File: config.mk
export PLATFORM = sky130hd
export DESIGN_NAME = dual_issue_scheduler
export DESIGN_NICKNAME = d
export VERILOG_FILES = /design/src/rtl/dual_issue_scheduler.sv
export SDC_FILE = /design/constraint.sdc
export NUM_CORES = 1
export LEC_CHECK = 0
export CAP_MARGIN = 20
export CELL_PAD_IN_SITES_DETAIL_PLACEMENT = 0
export CELL_PAD_IN_SITES_GLOBAL_PLACEMENT = 1
export CORE_MARGIN = 2
export CORE_UTILIZATION = 41
export CTS_CLUSTER_SIZE = 24
export DETAILED_ROUTE_END_ITERATION = 8
export GPL_ROUTABILITY_DRIVEN = 0
export PLACE_DENSITY_LB_ADDON = 0.1
export SYNTH_ARGS = -nofsm -noshare
export SYNTH_HDL_FRONTEND = slang
export SYNTH_SLANG_ARGS = --single-unit
File: constraint.sdc
create_clock -name clk -period 4.51 [get_ports clk]
set_clock_uncertainty 0.05 [all_clocks]
set_input_delay 0.451 -clock clk [delete_from_list [all_inputs] [get_ports clk]]
set_output_delay 0.451 -clock clk [all_outputs]
set_load 0.01 [all_outputs]
File: src/rtl/dual_issue_scheduler.sv
// dual_issue_scheduler
//   Consumes the fetch cache's two-instruction window, decodes both RV32I
//   words, checks them against a register scoreboard and pairing rules, and
//   issues zero, one or two instructions per cycle into registered slots.
//   After a control-flow instruction issues, all issue stops until execute
//   resolves it or a timeout expires.
// Ports
//   clk, n_rst                  clock, asynchronous active-low reset
//   nothing_filled              window empty this cycle
//   instruction0/instruction1   window words (0 = empty slot)
//   wb0_*/wb1_*                 writeback ports; they clear scoreboard bits
//                               and bypass hazards in the same cycle
//   br_resolved                 outstanding branch/jump resolved (pulse)
//   freeze1/freeze2/dependency_on_ins2  combinational feedback to the cache
//   issue0_*/issue1_*           registered issue slots
//   br_timeout                  1-cycle pulse after a branch wait timed out
//   stall_cycles                saturating count of frozen cycles
module dual_issue_scheduler #(
  parameter int NUM_REGS   = 32,
  parameter int BR_TIMEOUT = 16,
  parameter int CNT_W      = 32
) (
  input  logic             clk,
  input  logic             n_rst,
  input  logic             nothing_filled,
  input  logic [31:0]      instruction0,
  input  logic [31:0]      instruction1,
  input  logic             wb0_en,
  input  logic [4:0]       wb0_rd,
  input  logic             wb1_en,
  input  logic [4:0]       wb1_rd,
  input  logic             br_resolved,
  output logic             freeze1,
  output logic             freeze2,
  output logic             dependency_on_ins2,
  output logic             issue0_valid,
  output logic [31:0]      issue0_instr,
  output logic             issue1_valid,
  output logic [31:0]      issue1_instr,
  output logic             br_timeout,
  output logic [CNT_W-1:0] stall_cycles
);
  localparam int CW = (BR_TIMEOUT > 1) ? $clog2(BR_TIMEOUT) : 1;
  localparam logic [CW-1:0] CNT_LAST = CW'(BR_TIMEOUT - 1);

  typedef struct packed {
    logic [4:0] rd;
    logic [4:0] rs1;
    logic [4:0] rs2;
    logic       use1;
    logic       use2;
    logic       wr;
    logic       mem;
    logic       ctrl;
  } dec_t;

  typedef enum logic {RUN = 1'b0, BR_WAIT = 1'b1} state_e;

  logic [1:0][31:0]    win;
  dec_t [1:0]          dec;
  logic [1:0]          src_busy;
  logic [NUM_REGS-1:0] sb_q, sb_d, wb_clr, busy_v, set_v;
  state_e              state_q, state_d;
  logic [CW-1:0]       cnt_q;
  logic                in_wait, cnt_last, iss0, iss1, hold1;
  logic [1:0]          vld_q;
  logic [1:0][31:0]    instr_q;
  logic                br_timeout_q;
  logic [CNT_W-1:0]    stall_q;

  assign win = {instruction1, instruction0};

  // Decode both window slots; unknown opcodes read and write nothing.
  always_comb begin
    for (int i = 0; i < 2; i++) begin
      dec[i]     = '0;
      dec[i].rd  = win[i][11:7];
      dec[i].rs1 = win[i][19:15];
      dec[i].rs2 = win[i][24:20];
      case (win[i][6:0])
        7'b0110011: begin dec[i].use1 = 1'b1; dec[i].use2 = 1'b1; dec[i].wr = 1'b1; end
        7'b0100011: begin dec[i].use1 = 1'b1; dec[i].use2 = 1'b1; dec[i].mem = 1'b1; end
        7'b1100011: begin dec[i].use1 = 1'b1; dec[i].use2 = 1'b1; dec[i].ctrl = 1'b1; end
        7'b0010011: begin dec[i].use1 = 1'b1; dec[i].wr = 1'b1; end
        7'b0000011: begin dec[i].use1 = 1'b1; dec[i].wr = 1'b1; dec[i].mem = 1'b1; end
        7'b1100111: begin dec[i].use1 = 1'b1; dec[i].wr = 1'b1; dec[i].ctrl = 1'b1; end
        7'b0110111,
        7'b0010111: dec[i].wr = 1'b1;
        7'b1101111: begin dec[i].wr = 1'b1; dec[i].ctrl = 1'b1; end
        default: ;
      endcase
      dec[i].wr = dec[i].wr & (dec[i].rd != 5'd0);
    end
  end

  // A writeback landing this cycle hides the busy bit (bypass).
  always_comb begin
    wb_clr = '0;
    if (wb0_en) wb_clr[wb0_rd] = 1'b1;
    if (wb1_en) wb_clr[wb1_rd] = 1'b1;
  end

  assign busy_v = sb_q & ~wb_clr;

  always_comb begin
    for (int i = 0; i < 2; i++)
      src_busy[i] = (dec[i].use1 & busy_v[dec[i].rs1]) |
                    (dec[i].use2 & busy_v[dec[i].rs2]);
  end

  // Slot1 pairing rules: RAW on ins0, WAW, two memory ops, any control flow.
  assign hold1 = src_busy[1] |
                 (dec[0].wr & dec[1].use1 & (dec[1].rs1 == dec[0].rd)) |
                 (dec[0].wr & dec[1].use2 & (dec[1].rs2 == dec[0].rd)) |
                 (dec[0].wr & dec[1].wr & (dec[1].rd == dec[0].rd)) |
                 (dec[0].mem & dec[1].mem) | dec[0].ctrl | dec[1].ctrl;

  // Issue decision; everything is held quiet while reset is asserted.
  always_comb begin
    freeze1            = 1'b0;
    dependency_on_ins2 = 1'b0;
    iss0               = 1'b0;
    iss1               = 1'b0;
    if (n_rst && !in_wait && !nothing_filled && instruction0 != 32'd0) begin
      if (src_busy[0]) begin
        freeze1 = 1'b1;
      end else begin
        iss0 = 1'b1;
        if (instruction1 != 32'd0) begin
          dependency_on_ins2 = hold1;
          iss1               = ~hold1;
        end
      end
    end
  end

  // Scoreboard: a new issue to a register wins over a same-cycle writeback.
  always_comb begin
    set_v = '0;
    if (iss0 && dec[0].wr) set_v[dec[0].rd] = 1'b1;
    if (iss1 && dec[1].wr) set_v[dec[1].rd] = 1'b1;
    sb_d    = busy_v | set_v;
    sb_d[0] = 1'b0;
  end

  // Branch-wait FSM: state register
  always_ff @(posedge clk or negedge n_rst) begin
    if (!n_rst) state_q <= RUN;
    else        state_q <= state_d;
  end

  // Branch-wait FSM: next state (only slot0 can carry control flow)
  always_comb begin
    state_d = state_q;
    case (state_q)
      RUN:     if (iss0 && dec[0].ctrl)       state_d = BR_WAIT;
      BR_WAIT: if (br_resolved || cnt_last)   state_d = RUN;
      default: state_d = RUN;
    endcase
  end

  // Branch-wait FSM: outputs
  always_comb begin
    in_wait  = (state_q == BR_WAIT);
    cnt_last = in_wait && (cnt_q == CNT_LAST);
    freeze2  = in_wait & n_rst;
  end

  // Wait counter sits at zero in RUN so every wait starts from zero.
  always_ff @(posedge clk or negedge n_rst) begin
    if (!n_rst) begin
      cnt_q        <= '0;
      br_timeout_q <= 1'b0;
    end else begin
      cnt_q        <= in_wait ? cnt_q + 1'b1 : '0;
      br_timeout_q <= cnt_last & ~br_resolved;
    end
  end

  always_ff @(posedge clk or negedge n_rst) begin
    if (!n_rst) begin
      sb_q    <= '0;
      vld_q   <= '0;
      instr_q <= '0;
      stall_q <= '0;
    end else begin
      sb_q       <= sb_d;
      vld_q      <= {iss1, iss0};
      instr_q[0] <= iss0 ? instruction0 : 32'd0;
      instr_q[1] <= iss1 ? instruction1 : 32'd0;
      if ((freeze1 || freeze2) && stall_q != {CNT_W{1'b1}})
        stall_q <= stall_q + 1'b1;
    end
  end

  assign issue0_valid = vld_q[0];
  assign issue1_valid = vld_q[1];
  assign issue0_instr = instr_q[0];
  assign issue1_instr = instr_q[1];
  assign br_timeout   = br_timeout_q;
  assign stall_cycles = stall_q;

endmodule

==> impl_metrics.env, run 1 <==
export IMPL_status="completed"
export IMPL_syn2layout_area_growth_pct=39.16
export IMPL_drive_gt1_frac=0.1498
export IMPL_reg2reg_from="sb_q[4]"
export IMPL_fin_nets=1050
export IMPL_antenna_cells=0
export IMPL_p_leak_nw=4.454
export IMPL_antenna_found_initial=0
export IMPL_hold_buffers=0
export IMPL_cp_start_kind="primary input"
export IMPL_synth_cell_type_count=72
export IMPL_rr_worst_depth=14
export IMPL_dieHeight_um=139.9
export IMPL_async_reset_ff_frac=1.000
export IMPL_fp_dieW_um=139.9
export IMPL_fill_cells=1544
export IMPL_ant_nets=0
export IMPL_yosys_register_bits=135
export IMPL_first_global_vias=7247
export IMPL_rrSetupSlack_ns=1.17
export IMPL_clk_latency_ns=0.43
export IMPL_clk_path_buf_depth=2
export IMPL_p_total_w=0.003199
export IMPL_clock_sinks=135
export IMPL_wire_per_inst_um=21.51
export IMPL_timing_setup_tns_ns=0
export IMPL_cts_root_buf="clkbuf_16"
export IMPL_synth_edff_count=0
export IMPL_grt_usage=0.2712
export IMPL_multiInputGateArea_um2=3956
export IMPL_drv_slew=0
export IMPL_critPathKind="in2out"
export IMPL_core_area_um2=18020
export IMPL_start_util=0.4201
export IMPL_ios=182
export IMPL_fin_crit_sh=0.9067
export IMPL_grt_max_degree=71
export IMPL_reg2reg_to="sb_q[23]"
export IMPL_die_area_um2=19570
export IMPL_hpwl_mm=19.57
export IMPL_critPathMaxFanout=8
export IMPL_drc_errors=0
export IMPL_ys_warn_count=0
export IMPL_cp_arrival_ns=3.59
export IMPL_hold_violations=0
export IMPL_fmax_ghz=0.2445
export IMPL_synth_main_ff_cell="dfrtp_1"
export IMPL_hold_class="in2async"
export IMPL_clk_pin_slew_ns=0.06
export IMPL_postSynthCellCount=752
export IMPL_port_buffer_count=181
export IMPL_power_density_nw_per_um2=303.6
export IMPL_crit_required_ns=4.01
export IMPL_avgSynthCellArea_um2=10.07
export IMPL_cts_max_level=4
export IMPL_viasPerCell=6.053
export IMPL_grt_ovfl_total=0
export IMPL_ys_seq_area_frac=0.4461
export IMPL_crit_path_end_kind="primary output"
export IMPL_rsz0062_at_grt="no"
export IMPL_syn_area_um2=7572
export IMPL_post_cts_setup_buffers=0
export IMPL_rows=49
export IMPL_slowest_delay_ns=0.54
export IMPL_final_cell_mix="clkdlybuf4s50_1, dfrtp_1, and2_1"
export IMPL_critical_path_cell_chain="clkdlybuf4s50_1, nand4bb_1, o221ai_1, o22ai_1, a2111oi_0, a211oi_1, and3_1, or3_1, nor3b_1, dlymetal6s2s_1"
export IMPL_worst_slew_pin_slew_ns=0.9768
export IMPL_cap_violations=0
export IMPL_syn_nets=834
export IMPL_drtIter0Drc=709
export IMPL_cp_slowest_cell="clkdlybuf4s50_1"
export IMPL_numCtsBuffers=17
export IMPL_grt_pass1_wl_mm=41.26
export IMPL_min_period_ns=4.089
export IMPL_drtPass1Iterations=5
export IMPL_max_vdd_ir_drop_mv=0.2971
export IMPL_tritoncts="done"
export IMPL_finalSetupViolations=0
export IMPL_slew_headroom=0.3449
export IMPL_vias=7324
export IMPL_routed_wl_mm=26.03
export IMPL_regArea_um2=3378
export IMPL_final_common_cell="clkdlybuf4s50_1"
-- where the power goes --
| part | leakage (nW) | total, W | switching, W | internal, W |
|---|---|---|---|---|
| Sequential | 1.83 | 0.00130 | 0.0000311 | 0.00126 |
| Combinational | 2.37 | 0.000571 | 0.000303 | 0.000268 |
| Clock | 0.261 | 0.00133 | 0.000570 | 0.000764 |
| Total | 4.45 | 0.00320 | 0.000903 | 0.00230 |
-- sequential cells by signal, summed over array words and instances, names as in the netlist --
| register | flops |
|---|---|
| issue0_instr | 32 |
| issue1_instr | 32 |
| stall_cycles | 32 |
| sb_q | 31 |
| cnt_q | 4 |
| vld_q | 2 |
| br_timeout | 1 |
| in_wait | 1 |
-- synth_stat cells, types with 17 or more instances --
library cell  count  area (um^2)
clkbuf_1         34        127.6
dfrtp_1         135         3378
xnor2_1          17        148.9
nand3_1          25        125.1
xor2_1           28        245.2
o21ai_1          20        100.1
nor3_1           17        85.08
nand2_1          47        176.4
a21oi_1          25        125.1
nor4_1           22        137.6
inv_1            19        71.32
and2_1           66        412.9
nor2_1           49        183.9
-- metrics by stage --
stage	hold slack (ns)	instance area [um^2]	cells	setup slack (ns)	utilization
after global routing	0.2782	10540	1210	0.3099	0.5846
after CTS	0.2323	10510	1210	0.06572	0.5832
after detailed placement	0.4218	9956	1178	0.09653	0.5523
after global placement	0.3943	9956	1178	0.1666	0.5523
final	0.1997	10540	1210	0.4207	0.5846
after floorplan	0.1054	7572	752	1.150	-
-- critical path: cells and delay by family --
kind	cells	cell delay (ns)
AND/OR/NAND/NOR	4	1.19
AO/OA/AOI/OAI	4	1.17
buffers and inverters	2	0.76
-- cells by family after synthesis --
family	count (synthesis)	synth area share
AOI/OAI and AO/OA	150	0.1487
xor gates and xnor gates	45	0.05205
adders and majority gates	2	0.003304
DFF	135	0.4461
muxes	30	0.06378
and+or+nand+nor	324	0.2510
buffers and inverters	66	0.03503
-- cell type report --
class | count | share of cell area
Multi-Input combinational cell | 551 | 0.3754
Sequential cell | 135 | 0.3206
Timing Repair Buffer | 241 | 0.2162
Clock buffer | 19 | 0.04108
Tap cell | 229 | 0.02719
Clock inverter | 13 | 0.01164
Inverter | 22 | 0.007837
-- repair_timing --
action | CTS | global route
endpoints found under the hold margin | 0 | 0
resized for setup | 0 | 5
endpoints found under the setup margin | 0 | 1
-- how the worst max path moves through the flow --
stage                              end  slack, ns      start
floorplan                     sb_q[12]       1.15  wb1_rd[0]
global placement    dependency_on_ins2       0.17  wb1_rd[4]
detailed placement  dependency_on_ins2        0.1  wb1_rd[1]
CTS                 dependency_on_ins2       0.07  wb0_rd[2]
global route        dependency_on_ins2       0.31     wb1_en
finish              dependency_on_ins2       0.42  wb0_rd[3]
-- layer usage --
layer | vias up | wire length [um] | GRT usage
li1 | 3219 | - | -
met1 | 3560 | 10350 | 0.3623
met2 | 451 | 12100 | 0.4203
met3 | 94 | 2406 | 0.05675
met4 | 0 | 1173 | 0.1363
met5 | - | 0 | 0
(Power assumes the default switching activity.)
==> run 2, diff against run 1 <==
==> config.mk (replaced) <==
export PLATFORM = sky130hd
export DESIGN_NAME = dual_issue_scheduler
export DESIGN_NICKNAME = d
export VERILOG_FILES = /design/src/rtl/dual_issue_scheduler.sv
export SDC_FILE = /design/constraint.sdc
export NUM_CORES = 1
export LEC_CHECK = 0
export CAP_MARGIN = 20
export CORE_MARGIN = 2
export CORE_UTILIZATION = 40
export CTS_CLUSTER_SIZE = 24
export DETAILED_ROUTE_END_ITERATION = 8
export GPL_ROUTABILITY_DRIVEN = 0
export PLACE_DENSITY = 0.67
export SYNTH_ARGS = -nofsm -noshare
export SYNTH_HDL_FRONTEND = slang
export SYNTH_SLANG_ARGS = --single-unit
==> run 2 against run 1 <==
Register-to-register slack better by 0.13 ns. Setup slack improved by 0.071 ns. Largest power group unchanged. Power is 0.22% lower. Clock-buffer cell count increased by 4. Cell area rose by 2.0%.
==> impl_metrics.env, run 2 (synthesis results as in run 1) <==
export IMPL_dp_cells=1178
export IMPL_drtIter0Drc=647
export IMPL_pwr_share_clk=0.418
export IMPL_rows=50
export IMPL_cp_slowest_cell="clkdlybuf4s50_1"
export IMPL_met1_length_mm=10.38
export IMPL_syn2layout_area_growth_pct=41.92
export IMPL_fill_cells=1608
export IMPL_setup_worst_path_end="dependency_on_ins2"
export IMPL_hold_violations=0
export IMPL_seqPwrFrac=0.405
export IMPL_critPathKind="in2out"
export IMPL_core_area_um2=18640
export IMPL_wire_per_inst_um=21.21
export IMPL_wl_met2_mm=12.01
export IMPL_port_buffer_count=181
export IMPL_timing_setup_tns_ns=0
export IMPL_routed_wl_mm=25.75
export IMPL_top_layer="met4"
export IMPL_status="completed"
export IMPL_crit_buf_inv=2
export IMPL_cts_max_level=4
export IMPL_antenna_cells=0
export IMPL_min_period_ns=4.018
export IMPL_cp_depth=10
export IMPL_fin_crit_sh=0.8910
export IMPL_critPathLaunch="wb1_rd[2]"
export IMPL_post_dp_cell_area_um2=9933
export IMPL_final_common_cell="clkdlybuf4s50_1"
export IMPL_critPathMaxFanout=8
export IMPL_reg2reg_from="sb_q[9]"
export IMPL_worst_slew_pin_slew_ns=1.052
export IMPL_fmax_ghz=0.2489
export IMPL_power_density_nw_per_um2=297.0
export IMPL_grt_pass1_wl_mm=39.24
export IMPL_pwr_share_comb=0.178
export IMPL_crit_required_ns=4.01
export IMPL_cp_arrival_ns=3.52
export IMPL_clk_latency_ns=0.42
export IMPL_cap_violations=0
export IMPL_drv_slew=0
export IMPL_slowest_delay_ns=0.61
export IMPL_fin_nets=1051
export IMPL_ant_nets=0
export IMPL_crit_path_end_kind="primary output"
export IMPL_hold_buffers=0
export IMPL_tritoncts="done"
export IMPL_slew_headroom=0.2947
export IMPL_clock_sinks=135
export IMPL_clk_path_buf_depth=2
export IMPL_cts_root_buf="clkbuf_16"
export IMPL_internal_power_w=0.002355
export IMPL_start_util=0.4062
export IMPL_die_area_um2=20050
export IMPL_layout_cells_non_filler=1214
export IMPL_grt_max_degree=79
export IMPL_postLayoutCellArea_um2=10750
export IMPL_grt_usage=0.2563
export IMPL_cp_start_kind="primary input"
export IMPL_drtPass1Iterations=6
export IMPL_hpwl_mm=18.82
export IMPL_clk_pin_slew_ns=0.05
export IMPL_cpLargestDelayFamily="simple AND/OR/NAND/NOR gates"
export IMPL_max_vdd_ir_drop_mv=0.2553
export IMPL_antenna_found_initial=0
export IMPL_rr_worst_depth=11
export IMPL_p_sw_w=0.0008377
export IMPL_switching_share=0.2624
export IMPL_finalSetupViolations=0
export IMPL_numCtsBuffers=17
export IMPL_vias=7223
export IMPL_final_cell_mix="clkdlybuf4s50_1, dfrtp_1, and2_1"
export IMPL_fp_dieW_um=141.6
export IMPL_drc_errors=0
export IMPL_rsz0062_at_grt="no"
export IMPL_rrSetupSlack_ns=1.30
export IMPL_p_leak_nw=4.600
export IMPL_dieHeight_um=141.6
export IMPL_ios=182
export IMPL_hold_class="in2async"
export IMPL_viasPerCell=5.950
export IMPL_grt_ovfl_total=0
export IMPL_first_global_vias=6937
export IMPL_reg2reg_to="sb_q[18]"
export IMPL_drive_gt1_frac=0.1643
export IMPL_critical_path_cell_chain="clkdlybuf4s50_1, nand4_1, o221a_2, nor2b_1, nor4b_1, o211ai_1, and4_1, or3_1, nor3b_1, dlymetal6s2s_1"
export IMPL_dr_wl_met3_mm=2.479
[run 2: cell count changes in the layout (fill, tap and decap cells not counted), sizes merged]
cell	delta
clkinv	-2
clkinvlp	-2
dlymetal6s2s	+10
clkbuf	+4
buf	+1
inv	-3
clkdlybuf4s50	-10
bufinv	+1
[run 2: stage by stage]
| stage | util | setup slack (ns) | hold slack [ns] | total power, W |
|---|---|---|---|---|
| 3_3_place_gp | 0.5328 | 0.05288 | 0.4026 | 0.001850 |
| 3_5_place_dp | 0.5328 | 0.001836 | 0.4240 | 0.001853 |
| 4_1_cts | 0.5630 | 0.02838 | 0.1926 | 0.003190 |
| 6_report | 0.5764 | 0.4916 | 0.1455 | 0.003192 |
| 2_1_floorplan | - | 1.150 | 0.1054 | 0.001550 |
| 5_1_grt | 0.5764 | 0.3347 | 0.2191 | 0.003312 |
[run 2: metal layers]
layer / vias to the layer above / GRT usage
met3: 77 / 0.07155
met1: 3474 / 0.3343
met5: - / 0
met4: 0 / 0.1037
met2: 438 / 0.4047
li1: 3234 / -
[run 2: power groups by stage]
| stage | Combinational [W] | Sequential, W | Clock (W) |
|---|---|---|---|
| after floorplan | 0.000227 | 0.00132 | 0 |
| after global placement | 0.000539 | 0.00131 | 0 |
| after detailed placement | 0.000541 | 0.00131 | 0 |
| after CTS | 0.000544 | 0.00129 | 0.00136 |
| after global routing | 0.000606 | 0.00130 | 0.00141 |
| final | 0.000567 | 0.00129 | 0.00133 |
[run 2: area by class of cell]
| type | count | area, um^2 | share of cell area |
|---|---|---|---|
| clock inverters | 7 | 97.59 | 0.009081 |
| inverters | 22 | 82.58 | 0.007684 |
| flip-flops and latches | 135 | 3378 | 0.3144 |
| well taps | 234 | 292.8 | 0.02724 |
| clock buffers | 23 | 457.9 | 0.04261 |
| repair buffers | 242 | 2323 | 0.2162 |
| multi-input cells | 551 | 4114 | 0.3828 |
[run 2: what timing repair did]
item | 4_1_cts | 5_1_grt
gates resized for setup | 1 | 42
pin swaps | 0 | 5
setup endpoints to repair | 1 | 1
buffers inserted | 0 | 6
cloned | 0 | 0
[run 2: how the worst min path moves through the flow]
| stage | startpoint | endpoint | slack (ns) | depth (start not counted) |
|---|---|---|---|---|
| after floorplan | n_rst | br_timeout | 0.11 | 0 |
| after global placement | cnt_q[0] | cnt_q[0] | 0.40 | 1 |
| final | n_rst | stall_cycles[6] | 0.15 | 2 |
| after CTS | n_rst | stall_cycles[0] | 0.19 | 2 |
| after detailed placement | cnt_q[0] | cnt_q[0] | 0.42 | 1 |
| after global routing | n_rst | stall_cycles[6] | 0.22 | 2 |
